$ cat src/rtl/tnn_vote_accum.sv
// tnn_vote_accum
// Vote accumulator and arg-max stage for a ternary/threshold neural network.
// Each accepted beat adds one vote per class from the neuron bits. The
// per-class counters saturate at their maximum value. After the last beat
// of a sample, the block scans the classes one per cycle, lowest index
// first. It then presents the winning class and its score until the
// consumer accepts them.

module tnn_vote_accum #(
    parameter int NUM_CLASSES = 6,
    parameter int CNT_W       = 4,
    parameter int IDX_W       = 3
) (
    input  logic                   clk,
    input  logic                   rst_n,
    input  logic                   in_valid,
    output logic                   in_ready,
    input  logic [NUM_CLASSES-1:0] in_bits,
    input  logic                   in_last,
    output logic                   out_valid,
    input  logic                   out_ready,
    output logic [IDX_W-1:0]       out_class,
    output logic [CNT_W-1:0]       out_score
);

    localparam logic [1:0] IDLE  = 2'd0;
    localparam logic [1:0] ACCUM = 2'd1;
    localparam logic [1:0] SCAN  = 2'd2;
    localparam logic [1:0] OUT   = 2'd3;

    localparam logic [CNT_W-1:0] CNT_MAX  = '1;
    localparam logic [IDX_W-1:0] LAST_IDX = IDX_W'(NUM_CLASSES - 1);

    logic [1:0]       state;
    logic [CNT_W-1:0] cnt [NUM_CLASSES];
    logic [IDX_W-1:0] scan_idx;
    logic [CNT_W-1:0] best_score;
    logic [IDX_W-1:0] best_idx;
    logic [CNT_W-1:0] cur_cnt;
    logic [CNT_W-1:0] cand_score;
    logic [IDX_W-1:0] cand_idx;
    logic             beat_acc;
    logic             res_xfer;

    assign in_ready  = (state == IDLE) || (state == ACCUM);
    assign out_valid = (state == OUT);
    assign beat_acc  = in_valid && in_ready;
    assign res_xfer  = out_valid && out_ready;

    // Select the counter for the class under examination in this scan cycle
    always_comb begin
        cur_cnt = '0;
        for (int i = 0; i < NUM_CLASSES; i++) begin
            if (scan_idx == IDX_W'(i)) begin
                cur_cnt = cnt[i];
            end
        end
    end

    // Running arg-max: load at index 0, then replace only on a strictly larger count
    always_comb begin
        cand_score = best_score;
        cand_idx   = best_idx;
        if ((scan_idx == '0) || (cur_cnt > best_score)) begin
            cand_score = cur_cnt;
            cand_idx   = scan_idx;
        end
    end

    // Control FSM: collect beats, scan classes, then hold the result
    always_ff @(posedge clk or negedge rst_n) begin
        if (!rst_n) begin
            state    <= IDLE;
            scan_idx <= '0;
        end else begin
            case (state)
                IDLE, ACCUM: begin
                    if (beat_acc) begin
                        state    <= in_last ? SCAN : ACCUM;
                        scan_idx <= '0;
                    end
                end
                SCAN: begin
                    scan_idx <= scan_idx + IDX_W'(1);
                    if (scan_idx == LAST_IDX) begin
                        state <= OUT;
                    end
                end
                OUT: begin
                    if (res_xfer) begin
                        state <= IDLE;
                    end
                end
                default: state <= IDLE;
            endcase
        end
    end

    // Saturating per-class vote counters, cleared when a result is taken
    always_ff @(posedge clk or negedge rst_n) begin
        if (!rst_n) begin
            for (int i = 0; i < NUM_CLASSES; i++) begin
                cnt[i] <= '0;
            end
        end else if (res_xfer) begin
            for (int i = 0; i < NUM_CLASSES; i++) begin
                cnt[i] <= '0;
            end
        end else if (beat_acc) begin
            for (int i = 0; i < NUM_CLASSES; i++) begin
                if (in_bits[i] && (cnt[i] != CNT_MAX)) begin
                    cnt[i] <= cnt[i] + CNT_W'(1);
                end
            end
        end
    end

    // Track the best class seen so far while scanning
    always_ff @(posedge clk or negedge rst_n) begin
        if (!rst_n) begin
            best_score <= '0;
            best_idx   <= '0;
        end else if (state == SCAN) begin
            best_score <= cand_score;
            best_idx   <= cand_idx;
        end
    end

    // Capture the final winner on the last scan edge; held until the next sample finishes
    always_ff @(posedge clk or negedge rst_n) begin
        if (!rst_n) begin
            out_class <= '0;
            out_score <= '0;
        end else if ((state == SCAN) && (scan_idx == LAST_IDX)) begin
            out_class <= cand_idx;
            out_score <= cand_score;
        end
    end

endmodule

$ cat config.mk
export PLATFORM = sky130hd
export DESIGN_NAME = tnn_vote_accum
export DESIGN_NICKNAME = d
export VERILOG_FILES = /design/src/rtl/tnn_vote_accum.sv
export SDC_FILE = /design/constraint.sdc
export NUM_CORES = 1
export LEC_CHECK = 0
export CAP_MARGIN = 20
export CORE_UTILIZATION = 60
export DETAILED_ROUTE_END_ITERATION = 8
export DONT_BUFFER_PORTS = 1
export PLACE_DENSITY_LB_ADDON = 0.08
export SLEW_MARGIN = 0
export SYNTH_ARGS = -nofsm -noshare
export SYNTH_HDL_FRONTEND = slang
export SYNTH_SLANG_ARGS = --single-unit
$ cat constraint.sdc
create_clock -name clk -period 9.06 [get_ports clk]
set_input_delay 1.812 -clock clk [delete_from_list [all_inputs] [get_ports clk]]
set_output_delay 1.812 -clock clk [all_outputs]
set_load 0.01 [all_outputs]
==> flow_metrics.tcl <==
set metrics [dict create \
    grt_pass1_wl_mm 7.66 \
    tightest_slew_ps 916 \
    routabilityCongestion 0.831 \
    start_util_pct 64.8 \
    final_max_slew_viol_count 0 \
    synth_edf_count 0 \
    drive_gt1_share_pct 6.00 \
    worstSetupEndpointType "flop" \
    finalHoldViolations 0 \
    grt_max_degree 44 \
    synth.avg_cell_area_sq_um 9.54 \
    die_y_um 66.1 \
    postCtsSetupRepairBufs 0 \
    cts_sinks 43 \
    cts_resized 0 \
    rsz0062_at_grt "no" \
    route.detailed.drc 0 \
    status "finished, final reports clean" \
    portBuffers 0 \
    first_global_vias 1676 \
    cts_tree "done" \
    grt-ovfl-total 0 \
    combinationalPowerShare_pct 48.6 \
    p_leak_nw 1.21 \
    fmax_mhz 255 \
    power_frac_seq_pct 37.2 \
    ys_warn_count 0 \
    internal-power_mw 0.540 \
    fin_crit_ps 3920 \
    drt_iter0_drc 98 \
    drv_cap 0 \
    final_design_area_no_fill_sq_um 2530 \
    fill_cells 315 \
    clkPwrFrac_pct 14.3 \
    cts_buffer_depth 2 \
    cp.arrival_ps 4100 \
    cts-buffers-inserted 5 \
    hold_buffers 0 \
    fin_nets 275 \
    worstPathRequired_ps 9240 \
    final_util_pct 66.6 \
    fin_tns_setup_ps 0 \
    clockRootBuffer "clkbuf_8" \
    ys_seq_area_share_pct 43.7 \
    io_pins 20 \
    routed_wirelength_mm 4.55 \
    cp_max_fo 18 \
    synth_ff_type "dfrtp_1" \
    ant_nets 0 \
    p_per_area_nw_per_um2 371 \
    synth_top_cell_area_share_pct 43.7 \
    place_area_sq_um 2430 \
    synthTopCellsByArea "dfrtp_1, ha_1, nor2_1, xor2_1, mux2i_1" \
    setup_violations 0 \
    worstSetupStartpointType "flop" \
    hp-start "best_idx[2]" \
    cts_max_level 2 \
    insertion_delay_ps 290 \
    ys_ff_latch 43 \
    die_area_sq_um 4360 \
    critical_path_class "flop to flop" \
    num_antenna_cells 0 \
    slew_headroom_pct 38.9 \
    die_w_um 66.1 \
    vdd_ir_drop_max_mv 0.234 \
    layout_commonest_cell "dfrtp_1" \
    power.switching_mw 0.400 \
    synth_cells 258 \
    area_growth_pct 2.79 \
    num_vias 1743 \
    antenna_found_initial 0 \
    vias_per_cell 5.85 \
    synth_fp_nets 284 \
    swShare_pct 42.5 \
    grt.total_usage_pct 23.6 \
    yosysUniqueCellTypes 40 \
    finalCritPeriodShare_pct 43.3 \
    synth_area_sq_um 2460 \
    fin_skew_ps 6.91 \
    rows 22 \
    drt_first_pass_iters 4 \
    dp_hpwl_mm 3.22 \
    final_cell_mix "dfrtp_1, nor2_1, nand2_1, a21oi_1, ha_1" \
    startpoint "scan_idx[1]" \
    yosysTopAreaCell "dfrtp_1" \
    synth-async-reset-ratio_pct 100 \
    wl_per_cell_um 15.3 \
    multi_input_area_sq_um 1250 \
    reg2reg_from "scan_idx[1]" \
    hold_path.class "flop to flop" \
    fp.coreArea_sq_um 3800 \
    clkTransAtPathRegs_ps 80 \
    regArea_sq_um 1080 \
]
[state kept, by name, summed over array words and instances, names as in the netlist]
name,flops
state,2
out_score,4
cnt,24
best_score,4
out_class,3
scan_idx,3
best_idx,3
[cells by family after synthesis]
kind of cell               share of synthesized area [%]
and+or+nand+nor                                     18.3
AOI/OAI and AO/OA                                   11.6
DFF                                                 43.7
buffers and inverters                               5.64
xor gates and xnor gates                            6.40
muxes                                               6.66
adders and majority gates                           7.62
[power groups by stage]
stage | sequential [mW] | combinational [mW] | clock [mW]
floorplan | 0.324 | 0.420 | 0
global placement | 0.352 | 0.444 | 0
detailed placement | 0.353 | 0.456 | 0
CTS | 0.350 | 0.459 | 0.135
global route | 0.362 | 0.519 | 0.143
finish | 0.349 | 0.457 | 0.134
[metrics by stage]
stage,total power [mW],hold slack [ps],cells,setup slack [ps]
2_1_floorplan,0.745,481,258,6210
3_3_place_gp,0.796,499,290,5320
3_5_place_dp,0.808,494,290,5180
4_1_cts,0.943,514,298,5170
5_1_grt,1.02,549,298,4840
6_report,0.940,510,298,5140
[path summary, 6_finish.rpt]
kind / endpoint / slack [ps] / cells past startpoint
min in group asynchronous: cnt[13] / 1200 / 0
setup / recovery: best_idx[0] / 5140 / 11
setup reg to reg: best_idx[0] / 5140 / 11
hold reg to reg: out_class[2] / 510 / 2
max in group asynchronous: scan_idx[2] / 7770 / 0
hold / removal: out_class[2] / 510 / 2
[critical path: stages (launching register included)]
cell and delay [ps]:
dfrtp_1 440, inv_1 100, ha_1 490, and3b_1 250, a2111oi_2 340, o22ai_1 160, o21ai_1 130, ha_1 260
and4_4 180, o21ai_1 710, and2_1 420, mux2_4 330
[final cells by class]
| cell class | count | share of cell area [%] |
|---|---|---|
| Clock buffer | 8 | 3.95 |
| Inverter | 12 | 1.88 |
| Multi-Input combinational cell | 187 | 49.3 |
| Sequential cell | 43 | 42.5 |
| Tap cell | 48 | 2.37 |
[cell usage after synthesis (2+ instances only)]
| library cell | instances |
|---|---|
| nand2b_1 | 5 |
| o211ai_1 | 2 |
| mux2_4 | 2 |
| and2_1 | 2 |
| o21ai_0 | 6 |
| a32oi_1 | 4 |
| xnor2_1 | 6 |
| nor3b_1 | 3 |
| nand2_1 | 24 |
| buf_2 | 10 |
| xor2_1 | 12 |
| inv_1 | 11 |
| o21ai_1 | 9 |
| mux2_1 | 3 |
| mux2i_1 | 10 |
| ha_1 | 15 |
| a21oi_1 | 17 |
| clkbuf_1 | 3 |
| buf_6 | 2 |
| dfrtp_1 | 43 |
| nand3_1 | 7 |
| nor2b_1 | 4 |
| and3_1 | 7 |
| nand4_1 | 6 |
| nor2_1 | 30 |
[layer usage]
metal	track usage, %	vias to the layer above	routed length [um]
met4	7.98	0	42
met3	4.66	4	155
met5	0	-	0
met2	38.0	32	2090
li1	-	860	-
met1	31.7	847	2270
Note: power is estimated with default switching activity, not from simulation.
